$ cat src/rtl/cp_alloc_ctrl_pkg.sv
`default_nettype none
// +----------------------------------------------------------------------------+
// | cp_alloc_ctrl_pkg                                                          |
// | Shared types and sizing for the rename-stage checkpoint allocator.         |
// | Rev 1.0                                                                    |
// +----------------------------------------------------------------------------+
package cp_alloc_ctrl_pkg;

    localparam int RAT_CP_SIZE       = 8;
    localparam int RAT_CP_INDEX_SIZE = 3;
    localparam int RENAME_WIDTH      = 4;
    localparam int RECOVER_CYCLES    = 2;

    typedef logic [RAT_CP_INDEX_SIZE-1:0] cp_index_t;

    typedef enum logic [0:0] {
        CP_RUN     = 1'b0,
        CP_RECOVER = 1'b1
    } cp_state_t;

endpackage : cp_alloc_ctrl_pkg
`default_nettype wire

$ cat src/rtl/cp_alloc_ctrl_prefix_alloc.sv
`default_nettype none
// +----------------------------------------------------------------------------+
// | cp_prefix_alloc                                                            |
// | Per-slot exclusive prefix count of a flag vector, plus its total.          |
// | Rev 1.0                                                                    |
// +----------------------------------------------------------------------------+
module cp_prefix_alloc #(
    parameter int WIDTH = 4,
    parameter int IDX_W = 3,
    parameter int CNT_W = 4
) (
    input  logic [WIDTH-1:0]            vec_i,
    output logic [WIDTH-1:0][IDX_W-1:0] offset_o,
    output logic [CNT_W-1:0]            total_o
);

    always_comb begin
        logic [CNT_W-1:0] acc;
        acc      = '0;
        offset_o = '0;
        for (int i = 0; i < WIDTH; i++) begin
            offset_o[i] = acc[IDX_W-1:0];
            acc         = acc + CNT_W'(vec_i[i]);
        end
        total_o = acc;
    end

endmodule : cp_prefix_alloc
`default_nettype wire

$ cat src/rtl/cp_alloc_ctrl.sv
`default_nettype none
// +----------------------------------------------------------------------------+
// | cp_alloc_ctrl                                                              |
// | Circular branch-checkpoint slot scheduler: whole-group admission,          |
// | in-order retire, and mispredict squash with a restore lockout.             |
// | Rev 1.0                                                                    |
// +----------------------------------------------------------------------------+
module cp_alloc_ctrl #(
    parameter int RENAME_WIDTH   = cp_alloc_ctrl_pkg::RENAME_WIDTH,
    parameter int CP_SIZE        = cp_alloc_ctrl_pkg::RAT_CP_SIZE,
    parameter int CP_INDEX_SIZE  = cp_alloc_ctrl_pkg::RAT_CP_INDEX_SIZE,
    parameter int RECOVER_CYCLES = cp_alloc_ctrl_pkg::RECOVER_CYCLES
) (
    input  logic                                  clock,
    input  logic                                  reset,
    input  logic                                  in_valid,
    input  logic [RENAME_WIDTH-1:0]               in_is_br,
    output logic                                  in_ready,
    output logic [RENAME_WIDTH-1:0]               alloc_flag,
    output logic [RENAME_WIDTH*CP_INDEX_SIZE-1:0] alloc_idx,
    input  logic [RENAME_WIDTH-1:0]               retire_valid,
    input  logic [RENAME_WIDTH*CP_INDEX_SIZE-1:0] retire_idx,
    input  logic                                  recover,
    input  logic [CP_INDEX_SIZE-1:0]              recover_idx,
    output logic                                  restore_busy,
    output logic [CP_INDEX_SIZE:0]                cp_count,
    output logic                                  cp_full,
    output logic                                  retire_err
);
    import cp_alloc_ctrl_pkg::*;

    localparam int CNT_W  = CP_INDEX_SIZE + 1;
    localparam int FREE_W = CNT_W + 1;
    localparam int RC_W   = (RECOVER_CYCLES > 1) ? $clog2(RECOVER_CYCLES) : 1;

    typedef logic [CP_INDEX_SIZE-1:0] idx_t;

    cp_state_t                           state_q, state_d;
    idx_t                                head_q, head_d;
    logic [CNT_W-1:0]                    count_q, count_d;
    logic [RC_W-1:0]                     rcnt_q, rcnt_d;
    logic                                err_q, err_d;

    logic [RENAME_WIDTH-1:0][CP_INDEX_SIZE-1:0] br_off, ret_off;
    logic [CNT_W-1:0]                    nbr, nret, nret_eff;
    logic [FREE_W-1:0]                   free_slots;
    logic                                ret_ok, retire_bad, fire;
    idx_t                                tail;

    cp_prefix_alloc #(.WIDTH(RENAME_WIDTH), .IDX_W(CP_INDEX_SIZE), .CNT_W(CNT_W)) u_br_prefix (
        .vec_i    (in_is_br),
        .offset_o (br_off),
        .total_o  (nbr)
    );

    cp_prefix_alloc #(.WIDTH(RENAME_WIDTH), .IDX_W(CP_INDEX_SIZE), .CNT_W(CNT_W)) u_ret_prefix (
        .vec_i    (retire_valid),
        .offset_o (ret_off),
        .total_o  (nret)
    );

    // The k-th retiring slot must name head+k; more retires than live entries are clipped.
    always_comb begin
        ret_ok = 1'b1;
        for (int i = 0; i < RENAME_WIDTH; i++) begin
            if (retire_valid[i] &&
                (retire_idx[i*CP_INDEX_SIZE +: CP_INDEX_SIZE] != idx_t'(head_q + ret_off[i])))
                ret_ok = 1'b0;
        end
        retire_bad = ~ret_ok | (nret > count_q);
        nret_eff   = (nret > count_q) ? count_q : nret;
    end

    always_comb begin
        free_slots = FREE_W'(CP_SIZE) - FREE_W'(count_q) + FREE_W'(nret_eff);
        in_ready   = (state_q == CP_RUN) && !recover && (FREE_W'(nbr) <= free_slots);
        fire       = in_valid & in_ready;
        tail       = head_q + idx_t'(count_q);
        alloc_flag = '0;
        alloc_idx  = '0;
        for (int i = 0; i < RENAME_WIDTH; i++) begin
            if (fire && in_is_br[i]) begin
                alloc_flag[i]                                   = 1'b1;
                alloc_idx[i*CP_INDEX_SIZE +: CP_INDEX_SIZE]     = idx_t'(tail + br_off[i]);
            end
        end
    end

    // Recover truncates the table to the restored entry, measured from the post-retire head.
    always_comb begin
        head_d  = head_q + idx_t'(nret_eff);
        count_d = count_q - nret_eff + (fire ? nbr : '0);
        state_d = state_q;
        rcnt_d  = rcnt_q;
        err_d   = err_q | retire_bad;
        if (recover) begin
            count_d = CNT_W'(idx_t'(recover_idx - head_d)) + CNT_W'(1);
            state_d = CP_RECOVER;
            rcnt_d  = RC_W'(RECOVER_CYCLES - 1);
        end else if (state_q == CP_RECOVER) begin
            if (rcnt_q == '0)
                state_d = CP_RUN;
            else
                rcnt_d = rcnt_q - RC_W'(1);
        end
    end

    always_ff @(posedge clock) begin
        if (reset) begin
            state_q <= CP_RUN;
            head_q  <= '0;
            count_q <= '0;
            rcnt_q  <= '0;
            err_q   <= 1'b0;
        end else begin
            state_q <= state_d;
            head_q  <= head_d;
            count_q <= count_d;
            rcnt_q  <= rcnt_d;
            err_q   <= err_d;
        end
    end

    assign restore_busy = (state_q == CP_RECOVER);
    assign cp_count     = count_q;
    assign cp_full      = (count_q == CNT_W'(CP_SIZE));
    assign retire_err   = err_q;

endmodule : cp_alloc_ctrl
`default_nettype wire

$ cat config.mk
export PLATFORM = sky130hd
export DESIGN_NAME = cp_alloc_ctrl
export DESIGN_NICKNAME = d
export VERILOG_FILES = /design/src/rtl/cp_alloc_ctrl_pkg.sv /design/src/rtl/cp_alloc_ctrl_prefix_alloc.sv /design/src/rtl/cp_alloc_ctrl.sv
export SDC_FILE = /design/constraint.sdc
export NUM_CORES = 1
export LEC_CHECK = 0
export BUFFER_PORTS_ARGS = -buffer_cell sky130_fd_sc_hd__buf_2
export CAP_MARGIN = 40
export CELL_PAD_IN_SITES_DETAIL_PLACEMENT = 0
export CELL_PAD_IN_SITES_GLOBAL_PLACEMENT = 1
export CORE_UTILIZATION = 30
export DETAILED_ROUTE_END_ITERATION = 6
export PLACE_DENSITY = 0.64
export SYNTH_ARGS = -nofsm -noshare
export SYNTH_HDL_FRONTEND = slang
export SYNTH_SLANG_ARGS = --single-unit
$ cat constraint.sdc
create_clock -name clock -period 7.4 [get_ports clock]
set_input_delay 0.74 -clock clock [delete_from_list [all_inputs] [get_ports clock]]
set_output_delay 0.74 -clock clock [all_outputs]
set_load 0.01 [all_outputs]
== Word level (Yosys, flattened, before mapping) ==
Index checks and enable logic that the tools add are counted.
Cells by class
  add/subtract/negate cells: 21
  divide/modulo/power cells: 0
  $lt $le $gt $ge: 2
  eq/ne operators: 5
  $mul: 0
  reductions and logical operators: 12
  shift-type cells: 0
  mux-type cells: 21
  bitwise logic cells: 5
Operators with widths (count)
  adder 3 bit: 6
  adder 4 x 1 -> 4 bit: 4
  two-way mux 1 bit: 14
  two-way mux 3 bit: 4
  two-way mux 4 bit: 3
  != test 3 bit: 4
  logical AND 1 bit: 10
  adder 3 x 1 -> 3 bit: 2
  adder 5 x 4 -> 5 bit: 1
  <= comparator 4 x 5 -> 1 bit: 1
  subtractor 4 x 4 -> 5 bit (first input constant): 1
  adder 1 x 1 -> 2 bit: 2
  adder 3 x 1 -> 4 bit (second input constant): 1
  adder 4 bit: 1
  == test 4 bit (second input constant): 1
  > comparator 4 bit: 1
  subtractor 4 bit: 1
  subtractor 3 bit: 1
  inverter 1 bit: 2
  OR 1 bit: 2
  nonzero test 2 bit: 1
  bitwise AND 1 bit: 1
  logical NOT 1 bit: 1
  subtractor 1 bit (second input constant): 1
Word-level totals
  register bits: 10
  memories: 0
  memory bits (read-only): 0
  latch bits: 0
  RAM bits: 0
  input port bits: 27
  word-level logic and storage cells: 71

== Depth between registers and ports, before layout ==
Gate-level depths: netlist of the first run.
  depth after elaboration: 12
  gate-level depth with buffers: 30
  gate-level depth less buffers: 28

== Hierarchy ==
From an unflattened synthesis of the first run, not the netlist that was laid out.
Second synthesis, totals
  cell total of the unflattened synthesis: 264
  area, all modules: 2257.2 um2
Modules (own cells, without submodules)
  cp_alloc_ctrl: instances 1, area each 1909.3 um2, cells each 224
  cp_prefix_alloc: instances 2, area each 173.9 um2, cells each 20

== Least setup slack after synthesis of the first run ==
OpenSTA, ideal clock, no wires.
  path type: input-to-reg
  start: input port retire_valid[0]
  end: register count_q[3], in the netlist cp_count[3]
  buffers on the path: 2
  stages: 26
  data required time: 7280 ps
  arrival: 7069 ps
  path slack: 211 ps
  cells stage by stage: fa_1 ha_1 fa_1 ha_1 a2111oi_2 nor2_1 mux2_2 ha_1 ha_1 fa_1 xnor2_1 ha_1 a21oi_1 o21ai_0 a311oi_1 clkbuf_2 clkbuf_2 and2_1 fa_1 ha_1 a21o_1 a21oi_1 xnor2_1 nor2_1 and3_1 o31a_1
Between the ends
  word-level cells in the longest chain between the ends: 12
  elaborated cells on any way between the ends: 16
Ends and longest elaborated chain
  start, declared: line cp_alloc_ctrl.sv:21  | input logic [RENAME_WIDTH-1:0] retire_valid,
  adder 1 x 1 -> 2 bit (*): line cp_alloc_ctrl_prefix_alloc.sv:23  | acc = acc + CNT_W'(vec_i[i]);
  adder 4 x 1 -> 4 bit (*) (2 in a row): line cp_alloc_ctrl_prefix_alloc.sv:23
  > comparator 4 bit: line cp_alloc_ctrl.sv:71  | nret_eff = (nret > count_q) ? count_q : nret;
  two-way mux 4 bit (*): line cp_alloc_ctrl.sv:71
  adder 5 x 4 -> 5 bit: line cp_alloc_ctrl.sv:75  | free_slots = FREE_W'(CP_SIZE) - FREE_W'(count_q) + FREE_W'(nret_eff);
  <= comparator 4 x 5 -> 1 bit: line cp_alloc_ctrl.sv:76  | in_ready = (state_q == CP_RUN) && !recover && (FREE_W'(nbr) <= free_slots);
  logical AND 1 bit: line cp_alloc_ctrl.sv:76
  bitwise AND 1 bit: line cp_alloc_ctrl.sv:77  | fire = in_valid & in_ready;
  two-way mux 4 bit: line cp_alloc_ctrl.sv:92  | count_d = count_q - nret_eff + (fire ? nbr : '0);
  adder 4 bit: line cp_alloc_ctrl.sv:92
  two-way mux 4 bit (*): line cp_alloc_ctrl.sv:96  | if (recover) begin
  end signal, assigned: line cp_alloc_ctrl.sv:118  | count_q <= count_d;
  end, declared: line cp_alloc_ctrl.sv:40  | logic [CNT_W-1:0] count_q, count_d;
Mark *: on every way between the ends. The rest lies on a longest branch, timed or not.
A chain may end at the register's enable or synchronous reset.

== Final worst setup path of the first run ==
Ends and elaborated chain as after synthesis.

==> flow_summary.json, run 1 <==
{
  "outcome": "complete, no violations",
  "yosys_warnings": 0,
  "via_per_inst": 4.62,
  "grt_use_total_pct": 12.4,
  "grt_pass1_wl_um": 6330,
  "startpoint_type": "input port",
  "grt_overflow_total": 0,
  "num_io_pins": 51,
  "wl_um": 4010,
  "timing.hold.ws_ps": 488,
  "htreeDepth": 1,
  "antenna_cells": 0,
  "netlist_area_um2": 1880,
  "setup_violations": 0,
  "path_max_fanout": 4,
  "p_leak_nw": 1.23,
  "ys_top_cells_by_area": "ha_1 (26%), fa_1 (16%), xnor2_1 (11%)",
  "yosys.cell_count.top_type": "ha_1",
  "cts_tree": "built",
  "cap_violations": 0,
  "reg2reg_depth": 23,
  "rrSetupSlack_ps": 1560,
  "synthTopCellsByCount": "ha_1 (39), inv_1 (29), xnor2_1 (24), fa_1 (15), and3_1 (14)",
  "avgSynthCellArea_um2": 9.04,
  "drcViolationCount": 0,
  "hold_viol": 0,
  "wl_per_cell_um": 12.0,
  "die_x_um": 81.2,
  "firstDrtPassIters": 4,
  "tightest_slew_ps": 517,
  "end_kind": "flop",
  "clkSinkCount": 10,
  "ys.flop_type": "dfxtp_1",
  "period_minus_slack_ps": 7090,
  "synth_seq_area_share_pct": 10.6,
  "synth_edf_count": 0,
  "syn-num-nets": 289,
  "antenna_found_initial": 0,
  "grt_setup_unrepaired": "false",
  "max_freq_mhz": 141,
  "async_flop_share_pct": 0,
  "start_util_pct": 31.4,
  "grt_max_degree": 16,
  "postCtsSetupBuffers": 0,
  "path_clk_slew_ps": 50,
  "core_area_um2": 5990,
  "worstPathArrival_ps": 7220,
  "die-area_um2": 6590,
  "ir_worst_vdd_uv": 200,
  "drt-initial-drc-count": 59,
  "ctsResizeCount": 0,
  "fp-row-count": 28,
  "fp.dieH_um": 81.2,
  "power_density_nw_per_um2": 430,
  "min_path_cells": 2,
  "holdCritPathClass": "flop to flop",
  "post-dp-hpwl_um": 3520,
  "synth_cell_type_count": 37,
  "yosys.area.top_type": "ha_1",
  "final_util_pct": 38.2,
  "clock_skew_ps": 3.68,
  "cts_max_path_buffers": 2,
  "critPathRequiredTime_ps": 7530,
  "slew_headroom_pct": 65.3,
  "final_layout_size_suffix_gt1_share_pct": 23.6,
  "first_global_vias": 1426,
  "post-route-period-util_pct": 95.9,
  "postCtsHoldBufs": 0,
  "fillCellCount": 632,
  "antenna_left": 0,
  "drv_slew": 0,
  "numCtsBuffers": 3,
  "clk-insertion-delay-late_ps": 240,
  "gp_congestion": 0.846,
  "portBuffers": 50,
  "num_vias": 1544,
  "finalNetCount": 341,
  "fin_tns_setup_ps": 0,
  "ys_ff_latch": 10,
  "cts_root_buffer": "clkbuf_8",
  "syn_to_final_growth_pct": 21.6,
  "syn_inst": 208,
  "crit_type": "input port to flop",
  "synth_top_area_share_pct": 25.9
}
registers in the layout, indices dropped and copies added (netlist names):
name and count:
restore_busy 1, cp_count 4, rcnt_q 1, head_q 3, retire_err 1
path summary, 6_finish.rpt:
check	from	to
max	retire_valid[0]	cp_count[3]
min reg2reg	rcnt_q	rcnt_q
min	rcnt_q	rcnt_q
max reg2reg	cp_count[1]	cp_count[3]
placed cells by master, fill, tap and decap left out, types with 6 or more instances in the layout:
cell	n
a21oi_1	9
and3_1	14
buf_2	50
nand3_1	6
ha_1	39
dfxtp_1	10
and2_1	6
nor2_1	9
xor2_1	7
fa_1	15
inv_1	29
xnor2_1	24
through the flow:
stage | cell area [µm²] | setup slack [ps] | instances | power [mW]
floorplan | 1880 | 211 | 208 | 0.726
global placement | 2220 | 155 | 330 | 0.915
detailed placement | 2220 | 11.1 | 330 | 0.919
CTS | 2270 | 223 | 334 | 0.996
global route | 2290 | 27.1 | 334 | 1.13
finish | 2290 | 307 | 334 | 0.985
routing by layer:
| layer | track usage, % | up-vias | routed length (µm) |
|---|---|---|---|
| met2 | 21.6 | 40 | 1920 |
| met3 | 0.449 | 7 | 141 |
| li1 | - | 801 | - |
| met4 | 3.21 | 0 | 50 |
| met1 | 16.6 | 696 | 1910 |
| met5 | 0 | - | 0 |
cells by family after synthesis:
| logic type | count (synthesis) | share of synthesized area (%) |
|---|---|---|
| xor+xnor | 31 | 14.4 |
| compound gates | 23 | 8.18 |
| mux | 4 | 2.20 |
| buf+inv | 34 | 7.32 |
| simple gates | 52 | 15.3 |
| fa+ha+maj | 54 | 41.9 |
| flops | 10 | 10.6 |
report_power, final:
part / internal (mW) / switching (mW) / total, mW
combinational: 0.386 / 0.427 / 0.813
clock: 0.0468 / 0.0222 / 0.0690
sequential: 0.0712 / 0.0317 / 0.103
critical path, stage by stage:
cell,delay [ps]
buf_2,140
fa_1,510
ha_1,240
fa_1,520
ha_1,350
nand4_1,100
o21ai_0,150
nor2_2,250
mux2_2,380
ha_1,270
ha_1,220
fa_1,390
xnor2_1,140
ha_1,300
a21oi_1,130
o21ai_0,160
a311oi_2,330
and2_1,190
fa_1,450
ha_1,310
a21o_1,150
a21oi_1,170
xnor2_1,150
nor2_1,50
and3_1,170
o31a_1,260
cell type report:
type,instances,area (µm²),share of cell area (%)
sequential,10,200,8.75
inverter,29,109,4.76
timing repair buffer,52,265,11.6
clock buffer,4,55.1,2.41
multi-input combinational,164,1560,68.4
tap,75,93.8,4.10
Note: power is estimated with default switching activity, not from simulation.
==> inputs of run 2 (changes only) <==
--- a/config.mk
+++ b/config.mk
@@ -7,11 +7,9 @@
 export LEC_CHECK = 0
 export BUFFER_PORTS_ARGS = -buffer_cell sky130_fd_sc_hd__buf_2
 export CAP_MARGIN = 40
-export CELL_PAD_IN_SITES_DETAIL_PLACEMENT = 0
-export CELL_PAD_IN_SITES_GLOBAL_PLACEMENT = 1
 export CORE_UTILIZATION = 30
 export DETAILED_ROUTE_END_ITERATION = 6
-export PLACE_DENSITY = 0.64
+export PLACE_DENSITY = 0.5
 export SYNTH_ARGS = -nofsm -noshare
 export SYNTH_HDL_FRONTEND = slang
 export SYNTH_SLANG_ARGS = --single-unit
==> constraint.sdc (replaced) <==
create_clock -name clock -period 7.4 [get_ports clock]
set_input_delay 1.11 -clock clock [delete_from_list [all_inputs] [get_ports clock]]
set_output_delay 1.11 -clock clock [all_outputs]
set_load 0.01 [all_outputs]
==> run 2 against run 1 <==
Net effect: register-to-register slack improved by 260 ps; via count decreased by 0.19%; worst setup slack got worse by 22 ps; core utilization increased by 1.2 points; count of clock-buffer cells in the layout decreased by 1; clock power decreased by 20%; routed wire length increased by 5.1%; cell area increased by 3.1%; sequential cell count unchanged; die area unchanged; non-clock buffer count increased by 6.
==> flow_summary.json, run 2 (synthesis results as in run 1) <==
{
  "outcome": "complete, no violations",
  "antenna_left": 0,
  "clkPwrFrac_pct": 5.3,
  "path_max_fanout": 3,
  "die-area_um2": 6590,
  "swShare_pct": 48.5,
  "clock_skew_ps": 4.11,
  "grt_setup_unrepaired": "false",
  "cts_max_path_buffers": 2,
  "portBuffers": 50,
  "path_clk_slew_ps": 50,
  "syn_to_final_growth_pct": 25.3,
  "cp_common_cell": "ha_1",
  "ir_worst_vdd_uv": 225,
  "via_per_inst": 4.55,
  "cap_violations": 0,
  "crit_type": "input port to flop",
  "fp.dieH_um": 81.2,
  "post-dp-hpwl_um": 3670,
  "die_x_um": 81.2,
  "postCtsHoldBufs": 0,
  "layout_common_cells": "buf_2 (50), ha_1 (36), inv_1 (29)",
  "p_leak_nw": 1.25,
  "wl_met1_um": 2120,
  "grt_max_degree": 16,
  "grt_pass1_wl_um": 7080,
  "antenna_found_initial": 0,
  "hold_viol": 0,
  "wl_met2_um": 1960,
  "finalNetCount": 347,
  "total_power_mw": 1.04,
  "dpl_cell_area_um2": 2280,
  "drcViolationCount": 0,
  "core_area_um2": 5990,
  "numCtsBuffers": 3,
  "layout_commonest_cell": "buf_2",
  "p_switching_mw": 0.506,
  "max_freq_mhz": 141,
  "clk-insertion-delay-late_ps": 230,
  "wl_um": 4220,
  "slowest_delay_ps": 560,
  "firstDrtPassIters": 4,
  "final_layout_size_suffix_gt1_share_pct": 27.7,
  "cts_tree": "built",
  "power_density_nw_per_um2": 443,
  "tightest_slew_ps": 534,
  "slew_headroom_pct": 64.1,
  "post-route-period-util_pct": 96.2,
  "setup_violations": 0,
  "htreeDepth": 1,
  "comb_power_share_pct": 84.6,
  "startpoint_type": "input port",
  "start_util_pct": 31.4,
  "wl_per_cell_um": 12.4,
  "dp_slack_ps": -90.8,
  "setup_slack_ps": 285,
  "drt-initial-drc-count": 31,
  "critPathRequiredTime_ps": 7520,
  "grt_use_total_pct": 13.7,
  "drv_slew": 0,
  "antenna_cells": 0,
  "fp-row-count": 28,
  "period_minus_slack_ps": 7120,
  "holdCritPathClass": "flop to flop",
  "first_global_vias": 1534,
  "clkSinkCount": 10,
  "num_vias": 1541,
  "slowest_stage": "fa_2",
  "num_io_pins": 51,
  "cts_root_buffer": "clkbuf_8",
  "final_area_um2": 2360,
  "seqPwrFrac_pct": 10.1,
  "p_int_mw": 0.537,
  "worstPathArrival_ps": 7230,
  "top_layer": "met4",
  "end_kind": "flop",
  "gp_congestion": 0.889,
  "route.met3.wl_um": 131,
  "grt_overflow_total": 0,
  "largest_reg_flops": 4
}
-- run 2: cell types whose count changed in the layout (fill, tap and decap cells not counted), sizes merged --
cell,delta
buf,+6
clkbuf,-1
-- run 2: final cells by class --
cell class,instances,area (µm²)
clock buffer,3,41.3
fill,622,3630
multi-input combinational,164,1600
sequential,10,200
timing repair buffer,58,310
inverter,29,109
tap,75,93.8
-- run 2: timing repair --
action,CTS,global route
setup endpoints to repair,0,17
resized for setup,0,9
buffers inserted,0,1
-- run 2: through the flow --
step	instances	util, %	setup TNS (ps)	hold WS (ps)
5_1_grt	339	39.3	0	507
3_5_place_dp	335	38.1	-98.3	477
4_1_cts	338	38.8	0	489
3_3_place_gp	335	38.1	0	476
2_1_floorplan	208	-	0	457
6_report	339	39.3	0	487
-- run 2: critical path, delay by kind of cell --
family	cells	cell delay, ps
AO/OA/AOI/OAI	7	1560
XOR/XNOR	2	290
adder cells (fa/ha/maj)	10	3360
buffers and inverters	1	120
multiplexers	1	290
AND/OR/NAND/NOR	4	500
-- run 2: final timing paths --
check	start	to	slack, ps	depth (start not counted)
worst min-delay path	rcnt_q	rcnt_q	490	2
worst max-delay path	retire_valid[0]	cp_count[3]	280	25
worst max register to register	cp_count[1]	cp_count[3]	1820	22
worst min register to register	rcnt_q	rcnt_q	490	2
-- run 2: layer usage --
layer,track usage [%],vias up
li1,-,813
met1,19.4,696
met2,22.6,30
met3,1.24,2
met4,2.14,0
met5,0,-
-- run 2: power groups by stage --
stage | combinational [mW] | sequential [mW] | clock (mW)
2_1_floorplan | 0.648 | 0.0960 | 0
3_3_place_gp | 0.850 | 0.107 | 0
3_5_place_dp | 0.868 | 0.107 | 0
4_1_cts | 0.873 | 0.105 | 0.0572
5_1_grt | 1.02 | 0.111 | 0.0613
6_report | 0.883 | 0.105 | 0.0555
